## src/rtl/dbi_tx_pkg.sv

```systemverilog
// Shared definitions for the DBI TX scheduler: FSM states, control-mode codes,
// DBI command bytes and the stall-length helper.
package dbi_tx_pkg;

    typedef enum logic [2:0] {
        ST_IDLE      = 3'd0,
        ST_CONF_TX   = 3'd1,
        ST_RST_STALL = 3'd2,
        ST_WIN_COL   = 3'd3,
        ST_WIN_ROW   = 3'd4,
        ST_STREAM_TX = 3'd5,
        ST_SLP_STALL = 3'd6
    } state_t;

    localparam logic [1:0] MODE_IDLE   = 2'd0;
    localparam logic [1:0] MODE_CONF   = 2'd1;
    localparam logic [1:0] MODE_STREAM = 2'd2;

    localparam logic [7:0] CMD_CASET  = 8'h2A;
    localparam logic [7:0] CMD_RASET  = 8'h2B;
    localparam logic [7:0] CMD_RAMWR  = 8'h2C;
    localparam logic [7:0] CMD_SLPOUT = 8'h11;
    localparam logic [7:0] CMD_NOP    = 8'h00;

    // A stall always lasts at least one cycle, even for tiny clock settings.
    function automatic int stall_cycles(input int clk_hz, input int ms);
        int c;
        c = clk_hz / 1000 * ms;
        return (c < 1) ? 1 : c;
    endfunction

endpackage

```

## src/rtl/dbi_stall_timer.sv

```systemverilog
// Loadable down-counter used for the post-reset (and optional post-SLPOUT) stalls.
// done is high whenever the count has reached zero.
module dbi_stall_timer #(
    parameter int CNT_W = 8
) (
    input  logic             clk,
    input  logic             rst,
    input  logic             load,
    input  logic             en,
    input  logic [CNT_W-1:0] load_val,
    output logic             done
);

    logic [CNT_W-1:0] cnt;

    always_ff @(posedge clk or posedge rst) begin
        if (rst) begin
            cnt <= '0;
        end else if (load) begin
            cnt <= load_val;
        end else if (en && cnt != '0) begin
            cnt <= cnt - 1'b1;
        end
    end

    assign done = (cnt == '0);

endmodule

```

## src/rtl/dbi_tx_sched.sv

```systemverilog
// DBI TX scheduler: arbitrates config transactions, HW-reset stall and windowed
// pixel streaming onto the DBI TX PHY. Optional SLPOUT stall: DBI_TX_SLP_STALL_EN.
module dbi_tx_sched
    import dbi_tx_pkg::*;
#(
    parameter int INTERNAL_CLK  = 125000000,
    parameter int DBI_IF_D_W    = 8,
    parameter int BYTES_PER_PXL = 2,
    parameter int WIN_W         = 16,
    parameter int RST_STALL_MS  = 120,
    parameter int SLP_STALL_MS  = 6
) (
    input  logic                  clk,
    input  logic                  rst,
    input  logic [1:0]            dbi_ctrl_mode_i,
    input  logic [DBI_IF_D_W-1:0] dbi_mem_com_i,
    input  logic [WIN_W-1:0]      win_col_s_i,
    input  logic [WIN_W-1:0]      win_col_e_i,
    input  logic [WIN_W-1:0]      win_row_s_i,
    input  logic [WIN_W-1:0]      win_row_e_i,
    input  logic                  tx_type_rw_i,
    input  logic                  tx_type_hrst_i,
    input  logic [2:0]            tx_type_dat_amt_i,
    input  logic                  tx_type_vld_i,
    output logic                  tx_type_rdy_o,
    input  logic [DBI_IF_D_W-1:0] tx_com_i,
    input  logic                  tx_com_vld_i,
    output logic                  tx_com_rdy_o,
    input  logic [DBI_IF_D_W-1:0] tx_data_i,
    input  logic                  tx_data_vld_i,
    output logic                  tx_data_rdy_o,
    input  logic [DBI_IF_D_W-1:0] pxl_d_i,
    input  logic                  pxl_vld_i,
    output logic                  pxl_rdy_o,
    input  logic                  dtp_tx_rdy_i,
    output logic                  dtp_dbi_hrst_o,
    output logic [DBI_IF_D_W-1:0] dtp_tx_cmd_typ_o,
    output logic [DBI_IF_D_W-1:0] dtp_tx_cmd_dat_o,
    output logic                  dtp_tx_last_o,
    output logic                  dtp_tx_no_dat_o,
    output logic                  dtp_tx_vld_o,
    output logic                  busy_o,
    output logic                  frame_done_o,
    output logic                  win_err_o
);

    localparam int RST_CYC = stall_cycles(INTERNAL_CLK, RST_STALL_MS);
`ifdef DBI_TX_SLP_STALL_EN
    localparam int SLP_CYC = stall_cycles(INTERNAL_CLK, SLP_STALL_MS);
    localparam int MAX_CYC = (RST_CYC > SLP_CYC) ? RST_CYC : SLP_CYC;
`else
    localparam int MAX_CYC = RST_CYC;
`endif
    localparam int STALL_W = $clog2(MAX_CYC + 1);
    // Enough bits for a full-range window times bytes-per-pixel.
    localparam int FRM_W   = 2 * WIN_W + $clog2(BYTES_PER_PXL);

    state_t               state, state_n;
    logic [2:0]           conf_cnt;
    logic [1:0]           beat_idx;
    logic [FRM_W-1:0]     frm_cnt;
    logic [FRM_W-1:0]     frm_total;
    logic [WIN_W-1:0]     cs_q, ce_q, rs_q, re_q;
    logic [WIN_W:0]       span_c, span_r;
    logic                 win_ok, start_conf, start_win, beat, amt0;
    logic                 tmr_load, tmr_en, tmr_done;
    logic [STALL_W-1:0]   tmr_val;
    logic                 unused_rw;

    assign unused_rw = tx_type_rw_i;

    // Coordinates go out MSB byte first: start hi, start lo, end hi, end lo.
    function automatic logic [DBI_IF_D_W-1:0] win_byte(input logic [WIN_W-1:0] s,
                                                      input logic [WIN_W-1:0] e,
                                                      input logic [1:0]       idx);
        logic [15:0] v;
        v = idx[1] ? 16'(e) : 16'(s);
        return idx[0] ? DBI_IF_D_W'(v[7:0]) : DBI_IF_D_W'(v[15:8]);
    endfunction

    assign win_ok     = (win_col_e_i >= win_col_s_i) && (win_row_e_i >= win_row_s_i);
    assign span_c     = {1'b0, win_col_e_i} - {1'b0, win_col_s_i} + {{WIN_W{1'b0}}, 1'b1};
    assign span_r     = {1'b0, win_row_e_i} - {1'b0, win_row_s_i} + {{WIN_W{1'b0}}, 1'b1};
    assign frm_total  = FRM_W'(span_c) * FRM_W'(span_r) * FRM_W'(BYTES_PER_PXL);
    assign start_conf = (state == ST_IDLE) && (dbi_ctrl_mode_i == MODE_CONF) && tx_type_vld_i;
    assign start_win  = (state == ST_IDLE) && !start_conf && (dbi_ctrl_mode_i == MODE_STREAM)
                        && pxl_vld_i && win_ok;
    assign amt0       = (tx_type_dat_amt_i == 3'd0);
    assign beat       = dtp_tx_vld_o & dtp_tx_rdy_i;
    assign busy_o     = (state != ST_IDLE);

    dbi_stall_timer #(.CNT_W(STALL_W)) u_stall_timer (
        .clk      (clk),
        .rst      (rst),
        .load     (tmr_load),
        .en       (tmr_en),
        .load_val (tmr_val),
        .done     (tmr_done)
    );

    always_ff @(posedge clk or posedge rst) begin
        if (rst) begin
            state    <= ST_IDLE;
            conf_cnt <= 3'd0;
            beat_idx <= 2'd0;
            frm_cnt  <= '0;
        end else begin
            state <= state_n;
            if (start_conf)
                conf_cnt <= tx_type_dat_amt_i - 3'd1;
            else if (state == ST_CONF_TX && beat && !dtp_tx_last_o)
                conf_cnt <= conf_cnt - 3'd1;
            if (start_win) begin
                frm_cnt  <= frm_total - FRM_W'(1);
                beat_idx <= 2'd0;
            end else if ((state == ST_WIN_COL || state == ST_WIN_ROW) && beat) begin
                beat_idx <= beat_idx + 2'd1;
            end else if (state == ST_STREAM_TX && beat && !dtp_tx_last_o) begin
                frm_cnt <= frm_cnt - FRM_W'(1);
            end
        end
    end

    // The frame runs on a latched window so host reprogramming cannot disturb it.
    always_ff @(posedge clk) begin
        if (start_win) begin
            cs_q <= win_col_s_i;
            ce_q <= win_col_e_i;
            rs_q <= win_row_s_i;
            re_q <= win_row_e_i;
        end
    end

    always_comb begin
        state_n          = state;
        dtp_dbi_hrst_o   = 1'b0;
        dtp_tx_cmd_typ_o = '0;
        dtp_tx_cmd_dat_o = '0;
        dtp_tx_last_o    = 1'b0;
        dtp_tx_no_dat_o  = 1'b0;
        dtp_tx_vld_o     = 1'b0;
        tx_type_rdy_o    = 1'b0;
        tx_com_rdy_o     = 1'b0;
        tx_data_rdy_o    = 1'b0;
        pxl_rdy_o        = 1'b0;
        frame_done_o     = 1'b0;
        win_err_o        = 1'b0;
        tmr_load         = 1'b0;
        tmr_en           = 1'b0;
        tmr_val          = '0;
        case (state)
            ST_IDLE: begin
                if (start_conf)
                    state_n = ST_CONF_TX;
                else if (start_win)
                    state_n = ST_WIN_COL;
                else if (dbi_ctrl_mode_i == MODE_STREAM && pxl_vld_i && !win_ok)
                    win_err_o = 1'b1;
            end
            ST_CONF_TX: begin
                dtp_tx_vld_o     = tx_type_vld_i & (tx_type_hrst_i |
                                   (tx_com_vld_i & (amt0 | tx_data_vld_i)));
                dtp_tx_last_o    = (conf_cnt == 3'd0) | tx_type_hrst_i | amt0;
                dtp_tx_no_dat_o  = amt0 | tx_type_hrst_i;
                dtp_dbi_hrst_o   = tx_type_vld_i & tx_type_hrst_i;
                dtp_tx_cmd_typ_o = tx_type_hrst_i ? DBI_IF_D_W'(CMD_NOP) : tx_com_i;
                dtp_tx_cmd_dat_o = (tx_type_hrst_i | amt0) ? '0 : tx_data_i;
                tx_type_rdy_o    = dtp_tx_rdy_i & dtp_tx_last_o;
                tx_com_rdy_o     = tx_type_rdy_o & ~tx_type_hrst_i;
                tx_data_rdy_o    = dtp_tx_rdy_i & ~amt0 & ~tx_type_hrst_i;
                if (tx_type_vld_i && tx_type_rdy_o) begin
                    if (tx_type_hrst_i) begin
                        state_n  = ST_RST_STALL;
                        tmr_load = 1'b1;
                        tmr_val  = STALL_W'(RST_CYC - 1);
`ifdef DBI_TX_SLP_STALL_EN
                    end else if (tx_com_i == DBI_IF_D_W'(CMD_SLPOUT)) begin
                        state_n  = ST_SLP_STALL;
                        tmr_load = 1'b1;
                        tmr_val  = STALL_W'(SLP_CYC - 1);
`endif
                    end else begin
                        state_n = ST_IDLE;
                    end
                end
            end
            ST_RST_STALL: begin
                tmr_en = 1'b1;
                if (tmr_done) state_n = ST_IDLE;
            end
`ifdef DBI_TX_SLP_STALL_EN
            ST_SLP_STALL: begin
                tmr_en = 1'b1;
                if (tmr_done) state_n = ST_IDLE;
            end
`endif
            ST_WIN_COL, ST_WIN_ROW: begin
                dtp_tx_vld_o  = 1'b1;
                dtp_tx_last_o = (beat_idx == 2'd3);
                if (state == ST_WIN_COL) begin
                    dtp_tx_cmd_typ_o = DBI_IF_D_W'(CMD_CASET);
                    dtp_tx_cmd_dat_o = win_byte(cs_q, ce_q, beat_idx);
                    if (beat && dtp_tx_last_o) state_n = ST_WIN_ROW;
                end else begin
                    dtp_tx_cmd_typ_o = DBI_IF_D_W'(CMD_RASET);
                    dtp_tx_cmd_dat_o = win_byte(rs_q, re_q, beat_idx);
                    if (beat && dtp_tx_last_o) state_n = ST_STREAM_TX;
                end
            end
            ST_STREAM_TX: begin
                dtp_tx_vld_o     = pxl_vld_i;
                dtp_tx_cmd_typ_o = dbi_mem_com_i;
                dtp_tx_cmd_dat_o = pxl_d_i;
                dtp_tx_last_o    = (frm_cnt == '0);
                pxl_rdy_o        = dtp_tx_rdy_i;
                if (beat && dtp_tx_last_o) begin
                    frame_done_o = 1'b1;
                    state_n      = ST_IDLE;
                end
            end
            default: state_n = ST_IDLE;
        endcase
    end

endmodule
```

## config.mk

```make
export PLATFORM = sky130hd
export DESIGN_NAME = dbi_tx_sched
export DESIGN_NICKNAME = d
export VERILOG_FILES = /design/src/rtl/dbi_tx_pkg.sv /design/src/rtl/dbi_stall_timer.sv /design/src/rtl/dbi_tx_sched.sv
export SDC_FILE = /design/constraint.sdc
export NUM_CORES = 1
export LEC_CHECK = 0
export ABC_AREA = 1
export BUFFER_PORTS_ARGS = -buffer_cell sky130_fd_sc_hd__buf_4
export CAP_MARGIN = 20
export CORE_ASPECT_RATIO = 1.4
export CORE_UTILIZATION = 46
export DETAILED_ROUTE_END_ITERATION = 8
export GPL_TIMING_DRIVEN = 0
export PLACE_DENSITY = 0.7
export SETUP_SLACK_MARGIN = 0.4
export SLEW_MARGIN = 20
export SYNTH_ARGS = -nofsm -noshare
export SYNTH_HDL_FRONTEND = slang
export SYNTH_HIERARCHICAL = 1
export SYNTH_SLANG_ARGS = --single-unit
```

## constraint.sdc

```tcl
create_clock -name clk -period 4.01 [get_ports clk]
set_clock_uncertainty 0.2 [all_clocks]
set_input_delay 0.401 -clock clk [delete_from_list [all_inputs] [get_ports clk]]
set_output_delay 0.401 -clock clk [all_outputs]
set_load 0.02 [all_outputs]
```

# Word-level counts from Yosys, hierarchy flattened
# Index checks and enable logic that the tools add are counted.
# Widths: inputs -> output; s select.
# totals
output_inout_bits	27
ff_bits	129
in_bits	110
wordCells	137
# op_classes
reduce_logical	36
mul	1
n_eq_ne	14
n_mux	50
add_sub_neg	10
n_bitwise	15
order_cmp	2
# ops
op	count
$mux 24	5
$mux 33	3
$sub 33x1->33 const B	2
$pmux 8 s3	2
$mux 8	5
$add 17x1->17 const B	2
$sub 16x16->17	2
$logic_not 33->1	1
$ge 16x16->1	2
$mul 17x17->32	1
$mux 16	2
$mux 3	10
$logic_not 24->1	1
$reduce_bool 24->1	1
$sub 24x1->24 const B	1
$logic_and 1x1->1	18
$mux 1	17
$pmux 3 s5	1
$logic_not 3->1	3
$and 1x1->1	8
$reduce_bool 2->1	4
$eq 3x2->1 const B	2
$eq 3x3->1 const B	2
$mux 2	3
17 further kinds	30

# Depth between registers and ports, before layout
# logic_depth
word_depth	12
ltp_mapped	49
mapped_depth_nobuf	48

# Cells and area by module
# Netlist, hierarchy kept.
# modules_own_cells
module	seq_area_each_um2	area_each_um2	instances	cells_each
dbi_tx_sched	2947.8	18901.9	1	2610
dbi_stall_timer	600.6	1969.4	1	298

# Worst setup path before layout
# No wires, ideal clock.
# synth_path
path_kind	input to register
start	input port win_row_s_i[1]
end	register frm_cnt[29]
setup_time_ps	113
stages	41
setup_slack_ps	-3926
arrival_time_ps	7623
cell_sequence	inv_1 > ha_1 > inv_1 > ha_1 > fa_1 > nand3b_1 > nand2_1 > nand2_1 > nand2_1 > a21oi_1 > xor2_1 > clkbuf_1 > nand2_1 > fa_1 > inv_1 > fa_1 > inv_1 > fa_1 > [5 not listed] > inv_1 > ha_1 > nand2_1 > inv_1 > nand2_1 > nor2_1 > nand4_1 > nand3_1 > nand2_1 > nand2_1 > nand2_1 > nor2_1 > nor3b_1 > nand3_1 > nand2_1 > nand3_1 > nand2_1 > inv_1
# synth_via
elab_chain_len	5
# synth_lines
item	line_no	rtl
start: declaration	dbi_tx_sched.sv:19	input logic [WIN_W-1:0] win_row_s_i,
$sub 16x16->17 / $ge 16x16->1 (equally long branches)	dbi_tx_sched.sv:83, dbi_tx_sched.sv:81	
$add 17x1->17 / $logic_and 1x1->1 (equally long branches)	dbi_tx_sched.sv:83, dbi_tx_sched.sv:81	
$mul 17x17->32 / $logic_and 1x1->1 (equally long branches)	dbi_tx_sched.sv:84, dbi_tx_sched.sv:87	
$sub 33x1->33, or another cell as far along	dbi_tx_sched.sv:114	frm_cnt <= frm_total - FRM_W'(1);
$mux 33 / $reduce_and 2->1 (equally long branches)	-	
end signal: assignment	dbi_tx_sched.sv:114	
end signal: assignment	dbi_tx_sched.sv:119	frm_cnt <= frm_cnt - FRM_W'(1);
end: declaration	dbi_tx_sched.sv:61	logic [FRM_W-1:0] frm_cnt;
# Several ways; a longest one is shown, not always the timed one.
# A chain may end at the register's enable or synchronous reset.

# Worst setup path after layout
# layout_path
start	input port win_row_s_i[10]
end	register frm_cnt[32]
# The elaborated chain is that of the path after synthesis.

==> flow_metrics.tcl <==
set metrics [dict create \
    yosysTopAreaCell "fa_1" \
    cp_num_buf_inv 13 \
    synth-compound-area-share 0.0610 \
    ys_types 57 \
    max_freq_ghz 0.128 \
    layout_common_cells "610 x nand2_1, 546 x inv_1, 247 x buf_4" \
    antenna_found_initial 1 \
    worstSetupPathType "in -> reg" \
    final.period_utilization 1.95 \
    ys_seq_elements 129 \
    synth_top_family_by_area "adder cells" \
    setup_violations 28 \
    relSlewSlack 0.415 \
    status "finished with violations" \
    h-tree-depth 4 \
    top_usage_layer "met2" \
    hold_class "in -> reg" \
    cp.required_ns 4.17 \
    synthArstFlopShare 0.504 \
    rows 92 \
    avgSynthCellArea_um2 7.18 \
    period_minus_slack_ns 7.81 \
    ys.warnings.count 6 \
    die_h_um 254 \
    use_met1 0.329 \
    hold_viol_final 0 \
    max-cap-violations 0 \
    timing.rr.start "state[0]" \
    rsz0062_at_grt "yes" \
    postLayoutSetupSlackWorst_ns -3.80 \
    numCtsBuffers 17 \
    hpwl_mm 53.3 \
    clk_latency_ns 0.44 \
    drive_above_1_share 0.288 \
    place.gp.congestion 0.975 \
    worst-path-max-fanout 7 \
    io_buffers 135 \
    grt_pass1_vias 21500 \
    rr_endpoint "ce_q[1]" \
    max_stage_delay_ns 0.69 \
    crit_top_cell "inv_2" \
    grt_pass1_wl_mm 109 \
    synthSimpleGateAreaFrac 0.273 \
    drt_iter0_markers 1705 \
    yosysSeqAreaShare 0.170 \
    final_area_um2 28300 \
    tns_ns -85.22 \
    endpoint_kind "flop" \
    yosysTopAreaCellShare 0.229 \
    synth.top_cells.by_area "fa_1 23%, nand2_1 14%, inv_1 12%, ha_1 10%, edfxtp_1 9.2%" \
    hold-path-endpoint "rs_q[5]" \
    clock_path_buffers 2 \
    clk_pin_slew_ns 0.06 \
    synth_xor_area_frac 0.0327 \
    violations "negative setup slack" \
    cp-start-kind "input port" \
    drtPass1Iterations 6 \
    grt_max_degree 60 \
    clock-root-buffer "clkbuf_16" \
    cts.sinks 129 \
    critPathArrivalTime_ns 7.97 \
    netlist_instances 2908 \
    wl_per_cell_um 18.4 \
    cts_tree "done" \
    drcViolationCount 0 \
    place_area_um2 23600 \
    ys.flop_type "dfrtp_1" \
    finalWirelength_mm 71.0 \
    use_met2 0.558 \
    core_area_um2 44900 \
    ioPinCount 137 \
    hp-start "win_row_s_i[5]" \
    worstMarginPinSlew_ns 0.870 \
    viasPerCell 5.41 \
    hold_depth 1 \
    overflow 0 \
    critPathTopFamily "adder cells" \
    reg2reg_depth 9 \
    syn_area_um2 20900 \
    rrSetupSlack_ns 0.88 \
    drtAntennaViolNets 0 \
    vias 20900 \
    die_area_um2 46200 \
    cp_slowest_cell "fa_2" \
    layout_commonest_cell "nand2_1" \
    start_util 0.465 \
    synthMuxAreaShare 0.000959 \
    grt_usage 0.303 \
    area_growth_pct 35.8 \
    synth_fa_ha_area_frac 0.331 \
    nets 3803 \
    dieWidth_um 182 \
    final_max_slew_viol_count 0 \
    grt.met3_usage 0.0301 \
    synth_edf_count 64 \
]
## through the flow
stage,cells,hold WS [ns],utilization,setup slack [ns]
final,3864,0.0244,0.631,-3.80
after global routing,3863,0.0111,0.631,-4.09
after CTS,3789,0.00987,0.591,-3.64
after detailed placement,3619,0.179,0.525,-4.61
after global placement,3615,0.268,0.523,-4.53
after floorplan,2916,0.216,-,-3.35
## logic make-up after synthesis
| family | count (synthesis) |
|---|---|
| and+or+nand+nor | 1363 |
| xor gates and xnor gates | 78 |
| buffers and inverters | 715 |
| AOI/OAI and AO/OA | 212 |
| muxes | 2 |
| other | 1 |
| DFF | 129 |
| adders and majority gates | 408 |
## what timing repair did
item	4_1_cts	5_1_grt
hold buffers	63	0
endpoints found under the setup margin	37	96
pin swaps	139	211
gates cloned	1	2
hold endpoints to repair	70	0
gates resized for setup	264	315
setup buffers	74	70
## registers in the layout, indices dropped and copies added, names as in the netlist
| signal | cells |
|---|---|
| frm_cnt | 33 |
| u_stall_timer/cnt | 24 |
| ce_q | 16 |
| cs_q | 16 |
| re_q | 16 |
| rs_q | 16 |
| conf_cnt | 3 |
| state | 3 |
| beat_idx | 2 |
## synth_stat cells (3+ instances only)
cell,instances
nor3_2,5
nor4_1,3
a21oi_1,60
o22ai_1,15
inv_2,9
a22o_1,4
dfrtp_1,65
fa_1,239
xnor2_1,22
a221o_1,4
inv_1,645
nand3_1,135
nand3_2,3
buf_6,4
o21ai_1,18
o211ai_1,6
buf_4,4
o21ai_2,11
nand2_1,769
xor2_1,56
or2_2,9
nor3_1,28
nand3b_1,4
edfxtp_1,64
a22oi_1,7
ha_1,169
clkbuf_1,40
nor2_4,6
buf_2,9
a31oi_1,7
nand4_1,38
nor2_1,323
nor2_2,14
o21ai_0,60
clkinv_1,4
and2_1,4
o21bai_1,9
nand2_2,12
## worst register-to-register path, stage by stage (launching register included)
cell        delay [ns]
dfrtp_1           0.45
nor2_1            0.15
nand2_1           0.15
nor2_1            0.35
nor2_1            0.14
nand2_1           0.16
nand3b_1          0.26
clkinvlp_4        0.32
clkbuf_4          0.35
buf_16            0.26
## area by class of cell
type | instances | area (µm²)
Inverter | 658 | 2590
Clock inverter | 15 | 244
Antenna cell | 2 | 5.00
Multi-Input combinational cell | 2073 | 17200
Timing Repair Buffer | 349 | 3130
Buffer | 57 | 474
Sequential cell | 129 | 3550
Clock buffer | 17 | 425
Fill cell | 3626 | 16500
Tap cell | 564 | 706
## metal layers
layer	wire (µm)	share of wire
met1	25000	0.35
met2	36700	0.52
met3	3870	0.054
met4	5460	0.077
met5	0	0
## worst max-delay path by stage
stage / start / endpoint / cells after the start
6_report: win_row_s_i[10] / frm_cnt[32] / 43
3_5_place_dp: win_col_s_i[1] / frm_cnt[31] / 43
2_1_floorplan: win_row_s_i[6] / frm_cnt[30] / 40
3_3_place_gp: win_col_s_i[1] / frm_cnt[30] / 44
4_1_cts: win_row_s_i[4] / frm_cnt[27] / 44
5_1_grt: win_row_s_i[10] / frm_cnt[32] / 43
Power is left out: the tool's default activity adds up to more than one toggle a clock period on the data nets, which glitch-free logic cannot reach.
